## src/rtl/alu_arbiter_ctrl.sv

```systemverilog
// Two-requester round-robin front end for the shared registered ALU: accepts one
// command, sequences ALU EN/OE so result and all flags settle, then returns them.
module alu_arbiter_ctrl #(
  parameter int WIDTH = 8
) (
  input  logic             CLK,
  input  logic             RST,
  input  logic             REQ0_VALID,
  input  logic [3:0]       REQ0_OPCODE,
  input  logic [WIDTH-1:0] REQ0_A,
  input  logic [WIDTH-1:0] REQ0_B,
  output logic             REQ0_READY,
  input  logic             REQ1_VALID,
  input  logic [3:0]       REQ1_OPCODE,
  input  logic [WIDTH-1:0] REQ1_A,
  input  logic [WIDTH-1:0] REQ1_B,
  output logic             REQ1_READY,
  output logic             RSP_VALID,
  input  logic             RSP_READY,
  output logic             RSP_ID,
  output logic [WIDTH-1:0] RSP_DATA,
  output logic             RSP_CF,
  output logic             RSP_OF,
  output logic             RSP_SF,
  output logic             RSP_ZF,
  output logic             RSP_ERR,
  output logic [3:0]       ALU_OPCODE,
  output logic [WIDTH-1:0] ALU_A,
  output logic [WIDTH-1:0] ALU_B,
  output logic             ALU_EN,
  output logic             ALU_OE,
  input  logic [WIDTH-1:0] ALU_RESULT,
  input  logic             ALU_CF,
  input  logic             ALU_OF,
  input  logic             ALU_SF,
  input  logic             ALU_ZF,
  output logic [2:0]       DBG_STATE
);

  // Handshakes: a transfer happens on the rising edge where VALID and READY are
  // both high; VALID is held by the sender until then, READY may drop any time.

  typedef enum logic [2:0] {
    IDLE  = 3'd0,
    EXEC1 = 3'd1,
    EXEC2 = 3'd2,
    CAPT  = 3'd3,
    RESP  = 3'd4
  } state_t;

  state_t state, state_nxt;

  logic             last_gnt;
  logic             gnt_any;
  logic             gnt_idx;
  logic             accept;
  logic             op_ok;
  logic [3:0]       sel_op;
  logic [WIDTH-1:0] sel_a;
  logic [WIDTH-1:0] sel_b;
  logic [3:0]       op_q;
  logic [WIDTH-1:0] a_q;
  logic [WIDTH-1:0] b_q;

  // Round-robin only matters on a tie; otherwise the lone requester wins.
  always_comb begin
    gnt_any = REQ0_VALID | REQ1_VALID;
    gnt_idx = (REQ0_VALID & REQ1_VALID) ? ~last_gnt : REQ1_VALID;
    accept  = (state == IDLE) & gnt_any & ~RST;
    sel_op  = gnt_idx ? REQ1_OPCODE : REQ0_OPCODE;
    sel_a   = gnt_idx ? REQ1_A : REQ0_A;
    sel_b   = gnt_idx ? REQ1_B : REQ0_B;
    op_ok   = (sel_op >= 4'b0010) && (sel_op <= 4'b0111);
  end

  assign REQ0_READY = accept & ~gnt_idx;
  assign REQ1_READY = accept & gnt_idx;

  always_ff @(posedge CLK or posedge RST) begin
    if (RST) state <= IDLE;
    else     state <= state_nxt;
  end

  always_comb begin
    state_nxt = state;
    ALU_EN    = 1'b0;
    ALU_OE    = 1'b0;
    RSP_VALID = 1'b0;
    case (state)
      IDLE:  if (accept) state_nxt = op_ok ? EXEC1 : RESP;
      EXEC1: begin
        ALU_EN    = 1'b1;
        ALU_OE    = 1'b1;
        state_nxt = EXEC2;
      end
      // Second enable edge lets SF/ZF follow the freshly registered result.
      EXEC2: begin
        ALU_EN    = 1'b1;
        ALU_OE    = 1'b1;
        state_nxt = CAPT;
      end
      CAPT: begin
        ALU_OE    = 1'b1;
        state_nxt = RESP;
      end
      RESP: begin
        RSP_VALID = 1'b1;
        if (RSP_READY) state_nxt = IDLE;
      end
      default: state_nxt = IDLE;
    endcase
  end

  always_ff @(posedge CLK or posedge RST) begin
    if (RST) begin
      last_gnt <= 1'b1;
      op_q     <= '0;
      a_q      <= '0;
      b_q      <= '0;
      RSP_ID   <= 1'b0;
      RSP_DATA <= '0;
      RSP_CF   <= 1'b0;
      RSP_OF   <= 1'b0;
      RSP_SF   <= 1'b0;
      RSP_ZF   <= 1'b0;
      RSP_ERR  <= 1'b0;
    end else if (accept) begin
      last_gnt <= gnt_idx;
      RSP_ID   <= gnt_idx;
      op_q     <= sel_op;
      a_q      <= sel_a;
      b_q      <= sel_b;
      RSP_DATA <= '0;
      RSP_CF   <= 1'b0;
      RSP_OF   <= 1'b0;
      RSP_SF   <= 1'b0;
      RSP_ZF   <= 1'b0;
      RSP_ERR  <= ~op_ok;
    end else if (state == CAPT) begin
      RSP_DATA <= ALU_RESULT;
      RSP_CF   <= ALU_CF;
      RSP_OF   <= ALU_OF;
      RSP_SF   <= ALU_SF;
      RSP_ZF   <= ALU_ZF;
      RSP_ERR  <= 1'b0;
    end
  end

  assign ALU_OPCODE = op_q;
  assign ALU_A      = a_q;
  assign ALU_B      = b_q;
  assign DBG_STATE  = state;

endmodule

```

## config.mk

```make
export PLATFORM = sky130hd
export DESIGN_NAME = alu_arbiter_ctrl
export DESIGN_NICKNAME = d
export VERILOG_FILES = /design/src/rtl/alu_arbiter_ctrl.sv
export SDC_FILE = /design/constraint.sdc
export NUM_CORES = 1
export LEC_CHECK = 0
export ABC_AREA = 0
export BUFFER_PORTS_ARGS = -buffer_cell sky130_fd_sc_hd__buf_2
export CAP_MARGIN = 10
export CORE_ASPECT_RATIO = 0.75
export CORE_MARGIN = 1.5
export CORE_UTILIZATION = 40
export DETAILED_ROUTE_END_ITERATION = 12
export PLACE_DENSITY = 0.81
export RECOVER_POWER = 25
export SYNTH_ARGS = -nofsm -noshare
export SYNTH_HDL_FRONTEND = slang
export SYNTH_SLANG_ARGS = --single-unit
```

## constraint.sdc

```tcl
create_clock -name CLK -period 2.4 [get_ports CLK]
set_clock_uncertainty 0.2 [all_clocks]
set_input_delay 0.6 -clock CLK [delete_from_list [all_inputs] [get_ports CLK]]
set_output_delay 0.6 -clock CLK [all_outputs]
set_load 0.1 [all_outputs]
```

==> qor.txt <==
Final antenna-violating net count: 0
Clk sinks: 38
DRC: 0
Hold_buf cts: 0
Seq/Total Area, Yosys: 52.3%
Critical path cell sequence: or4_4 -> nor2_4 -> buf_12
Critical path's slowest cell: or4_4
Crit path launch type: register
Clock Path Buffers: 2
Max Clk Rate: 409 MHz
RSZ-0062 raised after global routing: yes
Max-cap viol count: 0
DRT Pass-1 Iters: 4
Number of H-tree levels: 2
Met2 wire length: 2060 um
Largest net degree at the start of global routing: 39
Global-route wire length before repair: 6670 um
Critical R2R Capture: ALU_A[3]
Worst Tran Pin Value: 0.956 ns
Clock slew at reported path FFs: 0.07 ns
Worst skew pair latency: 0.28 ns
Worst Setup SP: DBG_STATE[1]
Final Hold Vio Count: 0
Main synth FF type: dfrtp_1
Slew HR: 36.3%
Num CTS Buffers: 5
Endpoints failing setup: 2
Final wirelength: 4310 um
Initial antenna violation count: 0
Total negative slack: -0.0451 ns
Minimum clock period: 2.44 ns
Violated checks: negative setup slack
Initial Util: 41.2%
GR Util All Layers: 18.2%
DIE WIDTH: 80.9 um
Period utilization: 102%
Overflow after GRT: 0
Post-placement setup slack: -0.00675 ns
Setup crit end: REQ0_READY
Cells after DPL: 305
Layout Nets: 319
CP Class: register to primary output
DP HPWL: 2970 um
Req. time, crit path: 1.60 ns
Path depth of the worst reg2reg path: 4
Critical-path maximum fanout: 4
WL met3: 325 um
Post-Syn Instances: 151
Max incr delay on CP: 0.55 ns
Crit path DAT: 1.64 ns
GPL Wtd Cong: 0.727
Port bufs: 98
Mapped Area: 1820 um2
Via/cell ratio: 4.81
Slew Limit Fails: 0
Outcome: finished with violations
Unique masters post-synth: 25
Hold Path Class: register to register
Share of layout cells above drive strength 1: 65.5%
Layout area overhead: 45.0%
Fin worst setup slack: -0.0435 ns
Setup crit end kind: primary output
R2r startpoint: DBG_STATE[1]
Synth warnings: 0
CTS tree: built
DIE HEIGHT: 61.4 um
Asr flop ratio synth: 100%
Syn_nets: 208
Number of cell rows: 21
Post-synth EDFFs: 0
Diodes inserted: 0
Yosys reg bits: 38
Core ar.: 4410 um2
Worst R2R Setup Slack: 0.32 ns
Initial DRC Count: 60
Filler Cells Inserted: 405
Syn avg cell area: 12.0 um2
Top Ports: 99
Fin cells: 318
CTS root buffer: clkbuf_8
Area of the multi-input gates: 823 um2
Via Count: 1531
FF/Latch Area: 963 um2
DRT met1 WL: 1900 um
Number of global-route vias before repair: 1420
DIE AREA: 4970 um2
DR top layer: met4
DR WL/cell: 13.5 um
## logic make-up (layout without fill, tap and decap cells)
logic type | count (synthesis) | count (layout) | synth area share [%]
flip-flops | 38 | 38 | 52.3
AND/OR/NAND/NOR | 37 | 37 | 9.49
AO/OA/AOI/OAI | 19 | 19 | 6.40
multiplexers | 44 | 44 | 27.1
buffers and inverters | 12 | 122 | 4.20
XOR/XNOR | 1 | 1 | 0.482
## Yosys cell counts, types with 2 or more instances
library cell,number,area [um2]
dfrtp_1,37,926
buf_6,3,33.8
nor2_1,5,18.8
inv_1,2,7.51
o21bai_1,3,22.5
a21oi_1,12,60.1
mux2_1,2,22.5
nand2_1,26,97.6
buf_2,4,20.0
mux2_2,40,450
mux2i_1,2,20.0
clkbuf_1,2,7.51
## state kept, by name (all words and copies together), names as in the netlist
register and flops:
ALU_A 8, ALU_B 8, RSP_DATA 8, ALU_OPCODE 4, DBG_STATE 3, RSP_CF 1, RSP_ERR 1, RSP_ID 1
RSP_OF 1, RSP_SF 1, RSP_ZF 1, last_gnt 1
## cell usage in the layout (no fill, tap or decap), types with 3 or more instances in the layout
cell      Yosys  layout
dfrtp_1      37      34
buf_2         4      93
mux2_2       40      40
dfrtp_4       0       3
a21oi_1      12      12
o21bai_1      3       3
buf_4         1      13
nand2_1      26      26
clkbuf_8      0       6
nor2_1        5       3
buf_12        0       5
## critical path, delay by kind of cell, from the launching register on
kind          cells  cell delay [ns]
simple gates      2             0.67
buf+inv           1             0.18
flops             1             0.51
## worst min path at each step
stage,start,endpoint,slack [ns],cells past startpoint
after floorplan,last_gnt,last_gnt,0.43,1
after detailed placement,RSP_ID,RSP_ID,0.27,1
after global routing,RSP_ID,RSP_ID,0.31,1
final,RSP_ID,RSP_ID,0.30,1
after CTS,RST,ALU_B[4],0.25,3
after global placement,RSP_ID,RSP_ID,0.26,1
## area by class of cell
| class | instances | area share [%] |
|---|---|---|
| inverters | 2 | 0.284 |
| clock buffers | 6 | 3.13 |
| multi-input cells | 101 | 31.2 |
| flip-flops and latches | 38 | 36.5 |
| repair buffers | 114 | 26.2 |
| well taps | 57 | 2.70 |
## stage by stage
step | area, um2 | utilization [%] | hold slack, ns
6_report | 2640 | 59.8 | 0.301
5_1_grt | 2640 | 59.8 | 0.311
4_1_cts | 2630 | 59.6 | 0.248
3_5_place_dp | 2500 | 56.5 | 0.272
3_3_place_gp | 2500 | 56.5 | 0.262
2_1_floorplan | 1870 | - | 0.432
## what timing repair did
action | 4_1_cts | 5_1_grt
gates resized for setup | 2 | 1
pin swaps | 2 | 2
setup buffers | 6 | 1
setup endpoints to repair | 2 | 3
## layer usage
layer	global-route usage, %	up-vias
li1	-	737
met1	22.8	727
met2	30.8	62
met3	5.93	5
met4	5.17	0
met5	0	-
Power is not shown: default switching activity piles up to over one toggle a cycle in this logic, so the estimate is an artifact.
